`src/rtl/sub_layer_pkg.sv`:
```
// Shared constants for the sequential substitution layer: FSM encodings, default width, lane count.
// Lane count follows SUB_LAYER_SEQ_DUAL_EN (two sbox lanes when defined, one otherwise).
package sub_layer_pkg;

    localparam int DEFAULT_N = 16;

    typedef logic [1:0] state_t;

    localparam state_t ST_IDLE = 2'd0;
    localparam state_t ST_RUN  = 2'd1;
    localparam state_t ST_DONE = 2'd2;

`ifdef SUB_LAYER_SEQ_DUAL_EN
    localparam int LANES = 2;
`else
    localparam int LANES = 1;
`endif

endpackage

```
`src/rtl/sub_layer_seq_sbox.sv`:
```
// 4-bit PRESENT substitution box (C56B90AD3EF84712), purely combinational.
module sbox (
    input  logic [3:0] a,
    output logic [3:0] y
);

    always_comb begin
        y = 4'h0;
        case (a)
            4'h0: y = 4'hC;
            4'h1: y = 4'h5;
            4'h2: y = 4'h6;
            4'h3: y = 4'hB;
            4'h4: y = 4'h9;
            4'h5: y = 4'h0;
            4'h6: y = 4'hA;
            4'h7: y = 4'hD;
            4'h8: y = 4'h3;
            4'h9: y = 4'hE;
            4'hA: y = 4'hF;
            4'hB: y = 4'h8;
            4'hC: y = 4'h4;
            4'hD: y = 4'h7;
            4'hE: y = 4'h1;
            default: y = 4'h2;
        endcase
    end

endmodule

```
`src/rtl/sub_layer_seq.sv`:
```
// Time-shared nibble substitution layer with a four-phase req/ack handshake.
// Define SUB_LAYER_SEQ_DUAL_EN to process two nibbles per cycle instead of one.
module sub_layer_seq
    import sub_layer_pkg::*;
#(
    parameter int N = DEFAULT_N
) (
    input  logic           clk,
    input  logic           rst_n,
    input  logic           req,
    output logic           ack,
    input  logic [4*N-1:0] x,
    output logic [4*N-1:0] r
);

    localparam int IDX_W = (N > 1) ? $clog2(N) : 1;
    localparam logic [IDX_W-1:0] LAST_IDX = IDX_W'(N - LANES);
    localparam logic [IDX_W-1:0] IDX_STEP = IDX_W'(LANES);

    state_t           state_q, state_d;
    logic [4*N-1:0]   buf_q, buf_d;
    logic [IDX_W-1:0] idx_q, idx_d;

    logic [IDX_W-1:0] lane_idx [LANES];
    logic [3:0]       nib_in   [LANES];
    logic [3:0]       nib_out  [LANES];

    // Lane gi works on nibble idx+gi; idx is always lane-aligned so no lane runs past N-1.
    for (genvar gi = 0; gi < LANES; gi++) begin : g_lane
        assign lane_idx[gi] = idx_q + IDX_W'(gi);
        assign nib_in[gi]   = buf_q[{lane_idx[gi], 2'b00} +: 4];

        sbox u_sbox (
            .a (nib_in[gi]),
            .y (nib_out[gi])
        );
    end

    always_ff @(posedge clk or negedge rst_n) begin
        if (!rst_n) begin
            state_q <= ST_IDLE;
            buf_q   <= '0;
            idx_q   <= '0;
        end else begin
            state_q <= state_d;
            buf_q   <= buf_d;
            idx_q   <= idx_d;
        end
    end

    always_comb begin
        state_d = state_q;
        case (state_q)
            ST_IDLE: if (req) state_d = ST_RUN;
            ST_RUN:  if (idx_q == LAST_IDX) state_d = ST_DONE;
            ST_DONE: if (!req) state_d = ST_IDLE;
            default: state_d = ST_IDLE;
        endcase
    end

    always_comb begin
        buf_d = buf_q;
        idx_d = idx_q;
        case (state_q)
            ST_IDLE: begin
                if (req) begin
                    buf_d = x;
                    idx_d = '0;
                end
            end
            ST_RUN: begin
                for (int l = 0; l < LANES; l++) begin
                    buf_d[{lane_idx[l], 2'b00} +: 4] = nib_out[l];
                end
                // Idx parks on the last lane group rather than wrapping.
                if (idx_q != LAST_IDX) idx_d = idx_q + IDX_STEP;
            end
            default: ;
        endcase
    end

    // The buffer holds a partial result only while in RUN, so r is blanked there.
    always_comb begin
        ack = (state_q == ST_DONE);
        r   = (state_q == ST_RUN) ? '0 : buf_q;
    end

endmodule

```
`config.mk`:
```
export PLATFORM = sky130hd
export DESIGN_NAME = sub_layer_seq
export DESIGN_NICKNAME = d
export VERILOG_FILES = /design/src/rtl/sub_layer_pkg.sv /design/src/rtl/sub_layer_seq_sbox.sv /design/src/rtl/sub_layer_seq.sv
export SDC_FILE = /design/constraint.sdc
export NUM_CORES = 1
export LEC_CHECK = 0
export ABC_CLOCK_PERIOD_IN_PS = 3700
export CELL_PAD_IN_SITES_DETAIL_PLACEMENT = 0
export CELL_PAD_IN_SITES_GLOBAL_PLACEMENT = 2
export CORE_UTILIZATION = 28
export DETAILED_ROUTE_END_ITERATION = 8
export PLACE_DENSITY_LB_ADDON = 0.1
export REMOVE_ABC_BUFFERS = 1
export SETUP_SLACK_MARGIN = 0.4
export SKIP_LAST_GASP = 1
export SLEW_MARGIN = 40
export SYNTH_ARGS = -nofsm -noshare
export SYNTH_HDL_FRONTEND = slang
export SYNTH_SLANG_ARGS = --single-unit
```
`constraint.sdc`:
```
create_clock -name clk -period 3.7 [get_ports clk]
set_input_delay 0.74 -clock clk [delete_from_list [all_inputs] [get_ports clk]]
set_output_delay 0.74 -clock clk [all_outputs]
set_load 0.01 [all_outputs]
```
# After elaboration in Yosys (flattened, before gate mapping)
# Memory sizes are Yosys's and may differ from the RTL's.
# Cells that the tools add are included.
word_totals:
  ff_bits: 70
  latchBits: 0
  ramBits: 0
  rom_bits: 64
  inputBits: 67
  memories: 1
op_classes:
  n_addsub: 2
  mul: 0
  div: 0
  n_lt_le_gt_ge: 0
  eq_ne: 8
  shift: 3
  mux: 11
  bitwise_logic: 0
  n_reduce_logical: 5
memory_table:
  columns: ["memory", "words", "width", "read_ports", "rd_clocked_by_memory_dff", "write_ports", "line_no", "text"]
  rows:
  - ["(name not given)", 16, 4, 1, 0, 0, "sub_layer_seq_sbox.sv:9", "case (a)"]
ops:
  columns: ["operator", "n"]
  rows:
  - ["two-way mux 64 bit", 2]
  - ["one-hot mux 64 bit (2 select lines)", 1]
  - ["bitwise mux 64 bit", 1]
  - ["variable shift 4 x 8 -> 64 bit (first input constant)", 1]
  - ["variable part select 4 x 8 -> 64 bit", 1]
  - ["variable part select 64 x 7 -> 4 bit", 1]
  - ["two-way mux 4 bit", 2]
  - ["inequality test 2 bit (second input constant)", 4]
  - ["negation 6 -> 8 bit", 1]
  - ["one-hot mux 4 bit (2 select lines)", 1]
  - ["two-way mux 2 bit", 3]
  - ["one-hot mux 2 bit (3 select lines)", 1]
  - ["AND reduction 3 bit", 2]
  - ["adder 4 x 1 -> 4 bit (second input constant)", 1]
  - ["equality test 4 bit (second input constant)", 1]
  - ["inequality test 4 bit (second input constant)", 1]
  - ["equality test 2 x 1 -> 1 bit (second input constant)", 1]
  - ["equality test 2 bit (second input constant)", 1]
  - ["zero test 2 bit", 1]
  - ["AND reduction 2 bit", 1]
  - ["nonzero test 2 bit", 1]

# Depth between registers and ports, before layout
# Gate-level depths: netlist of run 1.
# An unclocked memory read counts as a cell.
depth:
  word_depth: 5
  depth_mapped: 13

# By module
# A second synthesis of run 1 with hierarchy kept.
unflattened:
  cells_unflattened: 528
  area_unflattened_um2: 5316.3
modules_own_cells:
  columns: ["module", "instances", "cells_each", "area_per_inst_um2"]
  rows:
  - ["sub_layer_seq", 1, 510, 5144.9]
  - ["sbox", 1, 18, 171.4]

# Worst setup path before layout of run 1
# No wires, ideal clock.
synth_timing:
  path_kind: "register to register"
  start: "register idx_q[0]"
  end: "register buf_q[29]"
  setup_time_ps: 83
  t_arrival_ps: 2780
  path_slack_ps: 837
  stages_incl_launch_ff: 12
  n_path_buf: 3
  synth_period_minus_slack_ps: 2863
  path_cell_list: "dfrtp_1 -> buf_4 -> buf_1 -> mux4_2 -> nand2_1 -> nand3_1 -> ha_1 -> nor4_1 -> nor2_1 -> a22o_1 -> buf_2 -> o22ai_1"
synth_between:
  elab_chain_cells: 5
  word_cells_on_any_way: 7
  classes_between: "1 x add/sub; 3 x shift; 2 x mux; 1 x memory"
synth_lines:
  columns: ["element", "line_no", "text"]
  rows:
  - ["from (decl)", "sub_layer_seq.sv:22", "logic [IDX_W-1:0] idx_q, idx_d;"]
  - ["from (signal assigned)", "sub_layer_seq.sv:47", "idx_q <= idx_d;"]
  - ["variable part select 64 x 7 -> 4 bit", "sub_layer_seq.sv:31", "assign nib_in[gi] = buf_q[{lane_idx[gi], 2'b00} +: 4];"]
  - ["memory read (16 x 4 bit)", null, null]
  - ["variable part select 4 x 8 -> 64 bit", "sub_layer_seq.sv:73", "buf_d[{lane_idx[l], 2'b00} +: 4] = nib_out[l];"]
  - ["bitwise mux 64 bit *", "sub_layer_seq.sv:73", null]
  - ["one-hot mux 64 bit (2 select lines) *", "sub_layer_seq.sv:64", "case (state_q)"]
  - ["to (signal assigned)", "sub_layer_seq.sv:46", "buf_q <= buf_d;"]
  - ["to (decl)", "sub_layer_seq.sv:21", "logic [4*N-1:0] buf_q, buf_d;"]
# Every way passes the cells marked *; elsewhere a longest branch is shown, timed or not.
# A chain may end at the register's enable or synchronous reset.

# Final worst setup path of run 1
layout_timing:
  start: "register idx_q[1]"
  end: "register buf_q[2]"
# Same word-level chain as after synthesis.

==> flow_metrics.env, run 1 <==
export IMPL_finalMaxSlewViolations=0
export IMPL_status="completed"
export IMPL_avgSynthCellArea_um2=8.826
export IMPL_synth_area_mm2=0.004731
export IMPL_path_cells="buf_4 > mux4_1 > mux4_2 > mux4_2 > a211oi_1"
export IMPL_h_tree_depth=3
export IMPL_gr_usage_all_layers=0.2076
export IMPL_root_buffer="clkbuf_16"
export IMPL_via_count=4704
export IMPL_crit_top_cell="mux4_2"
export IMPL_antenna_cells=0
export IMPL_overflow=0
export IMPL_ys_warnings_count=0
export IMPL_hpwlAfterDp_mm=12.81
export IMPL_power_density_mw_per_mm2=1169
export IMPL_synthDistinctLibCells=47
export IMPL_syn_instance_count=536
export IMPL_drt_iter0_markers=341
export IMPL_synth_edf_count=0
export IMPL_cpPeakStageDelay_ps=710
export IMPL_synth_flop_cell="dfrtp_1"
export IMPL_antenna_left=0
export IMPL_hold_ws_ps=411.4
export IMPL_drc=0
export IMPL_start_kind="flop"
export IMPL_async_flop_share=1.000
export IMPL_seq_area_mm2=0.001757
export IMPL_crit_arrival_ps=3350
export IMPL_leakagePower_uw=0.002660
export IMPL_finalHoldViolations=0
export IMPL_cts_setup_buffers=0
export IMPL_critPathMaxFanout=16
export IMPL_clk_latency_ps=350
export IMPL_nFillCells=1657
export IMPL_die_x_um=132.0
export IMPL_clockBufferDepth=2
export IMPL_ctsHoldBuffers=0
export IMPL_maxClockFrequency_mhz=322.7
export IMPL_first_global_vias=4649
export IMPL_synth_top_area_share=0.3703
export IMPL_setup_viol=0
export IMPL_final_nets=741
export IMPL_multiInputGateArea_mm2=0.002808
export IMPL_core_mm2=0.01652
export IMPL_drv_cap=0
export IMPL_grt_max_degree=71
export IMPL_fin_crit_ps=3099
export IMPL_rows=47
export IMPL_gr_usage_met1=0.2939
export IMPL_top_usage_layer="met2"
export IMPL_grt_met2_usage=0.3219
export IMPL_max_slew_margin=0.4771
export IMPL_crit_required_ps=3950
export IMPL_clk_pin_slew_worst_paths_ps=60
export IMPL_fin_crit_sh=0.8374
export IMPL_min_path_type="input port to asynchronous set/reset pin"
export IMPL_dieArea_mm2=0.01742
export IMPL_use_met3=0.02960
export IMPL_worstMarginPinSlew_ps=784.4
export IMPL_synth_seq_area_share=0.3703
export IMPL_io_buffer_count=131
export IMPL_wl_mm=17.57
export IMPL_crit_type="flop to flop"
export IMPL_crit_slowest_cell="mux4_2"
export IMPL_first_pass_iters=5
export IMPL_cts_tree="built"
export IMPL_synth_area_leader_cell="dfrtp_1"
export IMPL_floorplan_initialDensity=0.2863
export IMPL_tns_ps=0
export IMPL_rsz0062_at_grt="false"
export IMPL_via_per_inst=5.297
export IMPL_post_route_cells_drive_above_1_share=0.08533
export IMPL_cts_made_buffers=9
export IMPL_synth_seq_cells=70
export IMPL_ir_worst_vdd_v=0.001061
export IMPL_ys_top_cells_by_area="dfrtp_1 (37%), and2_1 (9.0%), o22ai_1 (6.7%)"
export IMPL_grt_pass1_wl_mm=27.52
export IMPL_clock_skew_ps=8.635
export IMPL_antenna_found_initial=0
export IMPL_cts_sinks=70
export IMPL_die_h_um=132.0
export IMPL_syn2layout_area_growth_pct=40.41
export IMPL_io_pins=132
export IMPL_globalplace_congestion=0.8134
export IMPL_wl_per_cell_um=19.79
export IMPL_cp_end_kind="flop"
## placed cells by master, fill, tap and decap left out, drive strengths merged, types with 6 or more instances in the layout
| master | n |
|---|---|
| clkdlybuf4s50 | 130 |
| nor2b | 9 |
| nand3 | 17 |
| a21o | 8 |
| mux4 | 17 |
| dfrtp | 70 |
| a21boi | 20 |
| clkbuf | 14 |
| nand2 | 33 |
| o22ai | 51 |
| and2 | 68 |
| a21oi | 56 |
| buf | 23 |
| o221ai | 6 |
| nor2 | 57 |
| ha | 10 |
| and3 | 15 |
| o21ai | 14 |
## cell families after synthesis
kind of cell / count (synthesis) / synth area share
XOR/XNOR: 6 / 0.01111
buffers and inverters: 42 / 0.03888
AND/OR/NAND/NOR: 220 / 0.2402
AO/OA/AOI/OAI: 167 / 0.2195
multiplexers: 21 / 0.09363
adder cells (fa/ha/maj): 10 / 0.02645
flip-flops: 70 / 0.3703
## cells in the mapped netlist, types with 10 or more instances
master and n:
and2_1 68, dfrtp_1 70, and3_1 15, o22ai_1 51
mux4_2 12, nand3_1 17, clkbuf_1 24, a21oi_1 56
nand2_1 33, a21boi_0 20, o21ai_0 11, ha_1 10
nor2_1 57
## worst max-delay path: cells and delay by family (launching register included)
family          cells  cell delay [ps]
compound gates      1              280
buf+inv             1              240
flops               1              490
mux                 3             1970
## metal layers
metal | vias up | wire, um
li1 | 2215 | -
met1 | 2307 | 8245
met2 | 163 | 8210
met3 | 19 | 844
met4 | 0 | 271
met5 | - | 0
## where the power goes
part | leakage, uW | internal, uW | total [uW] | switching, uW
Combinational | 0.00168 | 2140 | 5250 | 3110
Sequential | 0.000838 | 1170 | 1640 | 472
Clock | 0.000137 | 538 | 875 | 337
Total | 0.00266 | 3840 | 7760 | 3920
## worst paths after layout
path	from	to	slack, ps	cells after the start
max in group asynchronous	rst_n	idx_q[0]	2950	2
setup / recovery	idx_q[1]	buf_q[2]	600	5
setup reg to reg	idx_q[1]	buf_q[2]	600	5
hold / removal	rst_n	buf_q[43]	410	2
min in group clk	buf_q[11]	buf_q[11]	520	2
hold reg to reg	buf_q[11]	buf_q[11]	520	2
## per-stage QoR
step	total power (uW)	instance area [um^2]	cells	utilization	setup slack (ps)
floorplan	4456	4569	500	-	250.0
global placement	6806	6349	873	0.3842	328.8
detailed placement	6890	6349	873	0.3842	244.5
CTS	7779	6635	888	0.4015	470.5
global route	8357	6643	888	0.4020	463.0
finish	7763	6643	888	0.4020	601.5
## state kept, by name (all words and copies together), names as in the netlist
| signal | flops |
|---|---|
| buf_q | 64 |
| state_q | 2 |
| idx_q | 4 |
## final cells by class
class | count | area share
Multi-Input combinational cell | 424 | 0.4227
Sequential cell | 70 | 0.2645
Timing Repair Buffer | 153 | 0.2253
Tap cell | 220 | 0.04144
Clock buffer | 14 | 0.03824
Clock inverter | 1 | 0.004521
Inverter | 6 | 0.003390
## repair_timing
item,CTS,global route
pin swaps,0,0
endpoints found under the hold margin,0,0
resized for setup,2,3
endpoints found under the setup margin,21,19
Power figures use the tool's default switching activity.
==> run 2: changes to the inputs <==
- ABC_CLOCK_PERIOD_IN_PS: 3700 -> 2600
- CORE_UTILIZATION: 28 -> 26
- clock period: 3.7 -> 2.6 ns (I/O delays scaled with it)
==> flow_metrics.env, run 2 (synthesized netlist as in run 1, its figures left out) <==
export IMPL_antenna_cells=0
export IMPL_crit_arrival_ps=2930
export IMPL_dieArea_mm2=0.01874
export IMPL_antenna_left=0
export IMPL_top_register="buf_q"
export IMPL_final_cell_mix="and2_1 (68), dfrtp_1 (67), clkdlybuf4s50_1 (65), buf_4 (59), nor2_1 (55)"
export IMPL_grt_pass1_wl_mm=30.94
export IMPL_setup_viol=38
export IMPL_final_nets=806
export IMPL_wl_per_cell_um=21.43
export IMPL_via_per_inst=5.251
export IMPL_drt_iter0_markers=331
export IMPL_largest_register_ffs=64
export IMPL_clockBufferDepth=2
export IMPL_wl_mm=20.53
export IMPL_die_x_um=136.9
export IMPL_met3_wirelength_um=951
export IMPL_globalplace_congestion=0.8333
export IMPL_cpPeakStageDelay_ps=610
export IMPL_cts_tree="built"
export IMPL_h_tree_depth=3
export IMPL_reg_top3="buf_q: 64 flops, idx_q: 4 flops, state_q: 2 flops"
export IMPL_drv_cap=0
export IMPL_crit_required_ps=2860
export IMPL_place_ws_ps=-190.0
export IMPL_status="finished with violations"
export IMPL_maxClockFrequency_mhz=374.2
export IMPL_crit_type="flop to flop"
export IMPL_post_place_cells=918
export IMPL_first_pass_iters=5
export IMPL_crit_slowest_cell="mux4_2"
export IMPL_overflow=0
export IMPL_max_slew_margin=0.6697
export IMPL_wl_met1_mm=9.491
export IMPL_gr_usage_all_layers=0.2254
export IMPL_cts_made_buffers=9
export IMPL_post_route_cells_drive_above_1_share=0.3356
export IMPL_final_common_cell="and2_1"
export IMPL_crit_top_cell="mux4_2"
export IMPL_grt_max_degree=71
export IMPL_cts_sinks=70
export IMPL_clk_latency_ps=350
export IMPL_floorplan_initialDensity=0.2698
export IMPL_cp_end_kind="flop"
export IMPL_dr_max_layer_used="met4"
export IMPL_rsz0062_at_grt="true"
export IMPL_critPathMaxFanout=8
export IMPL_first_global_vias=5270
export IMPL_core_mm2=0.01754
export IMPL_via_count=5030
export IMPL_utilization=0.4366
export IMPL_setup_slack_ps=-72.46
export IMPL_rows=48
export IMPL_finalHoldViolations=0
export IMPL_ctsHoldBuffers=0
export IMPL_hold_ws_ps=195.1
export IMPL_path_cells="buf_12 > mux4_2 > mux4_2 > mux4_2 > buf_12 > o221ai_2"
export IMPL_syn2layout_area_growth_pct=61.84
export IMPL_start_kind="flop"
export IMPL_min_path_type="input port to asynchronous set/reset pin"
export IMPL_hpwlAfterDp_mm=13.74
export IMPL_fin_crit_sh=1.028
export IMPL_failed_checks="negative setup slack"
export IMPL_fin_crit_ps=2672
export IMPL_io_buffer_count=131
export IMPL_clock_skew_ps=8.380
export IMPL_clk_pin_slew_worst_paths_ps=60
export IMPL_drc=0
export IMPL_dr_wl_met2_mm=9.852
export IMPL_final_cells=958
export IMPL_finalMaxSlewViolations=0
export IMPL_antenna_found_initial=0
export IMPL_die_h_um=136.9
export IMPL_worstMarginPinSlew_ps=492.2
export IMPL_io_pins=132
export IMPL_root_buffer="clkbuf_16"
-- run 2: cell types whose count changed in the layout (fill, tap and decap cells not counted), moves of 6 or more --
cell,delta
buf_12,+7
buf_4,+39
buf_6,+9
clkbuf_2,+44
clkdlybuf4s50_1,-65
dlygate4sd2_1,+20
o21ai_0,-6
o221ai_1,-6
o221ai_2,+6
o22ai_1,-38
o22ai_2,+37
-- run 2: final cells by class --
| class | instances | area (um^2) |
|---|---|---|
| fill | 1770 | 9881 |
| multi-input combinational | 424 | 3278 |
| timing repair buffer | 218 | 2046 |
| sequential | 70 | 1755 |
| tap | 225 | 281.5 |
| clock buffer | 14 | 264.0 |
| inverter | 6 | 26.28 |
| clock inverter | 1 | 5.005 |
-- run 2: final timing paths --
path | startpoint | endpoint | slack [ps] | cells past startpoint
max in group asynchronous | rst_n | idx_q[3] | 2060 | 2
worst min register to register | buf_q[9] | buf_q[9] | 530 | 2
min in group clk | buf_q[9] | buf_q[9] | 530 | 2
worst max-delay path | idx_q[1] | buf_q[34] | -70 | 6
worst max register to register | idx_q[1] | buf_q[34] | -70 | 6
worst min-delay path | rst_n | buf_q[40] | 200 | 2
-- run 2: metal layers --
layer	GRT usage	vias up
li1	-	2354
met1	0.3170	2541
met2	0.3567	122
met3	0.04148	13
met4	0.05250	0
met5	0	-
-- run 2: repair_timing --
action                                  in CTS  in global routing
cloned                                       6                  1
endpoints found under the setup margin     130                111
pin swaps                                   32                 28
setup buffers                               12                  6
gates resized for setup                    142                130
-- run 2: critical path: cells and delay by family (launching register included) --
kind / cells / cell delay, ps
mux: 3 / 1650
flops: 1 / 450
buf+inv: 2 / 310
compound gates: 1 / 170
-- run 2: through the flow --
stage	setup TNS [ps]	cell area, um^2
after floorplan	-72920	4569
after global placement	-6819	6705
after detailed placement	-9403	6705
after CTS	-54.57	7512
after global routing	-6349	7656
final	-1359	7656
Power of run 2 is left out: the tool's default activity adds up to more than one toggle a clock period on the data nets, which glitch-free logic cannot reach.
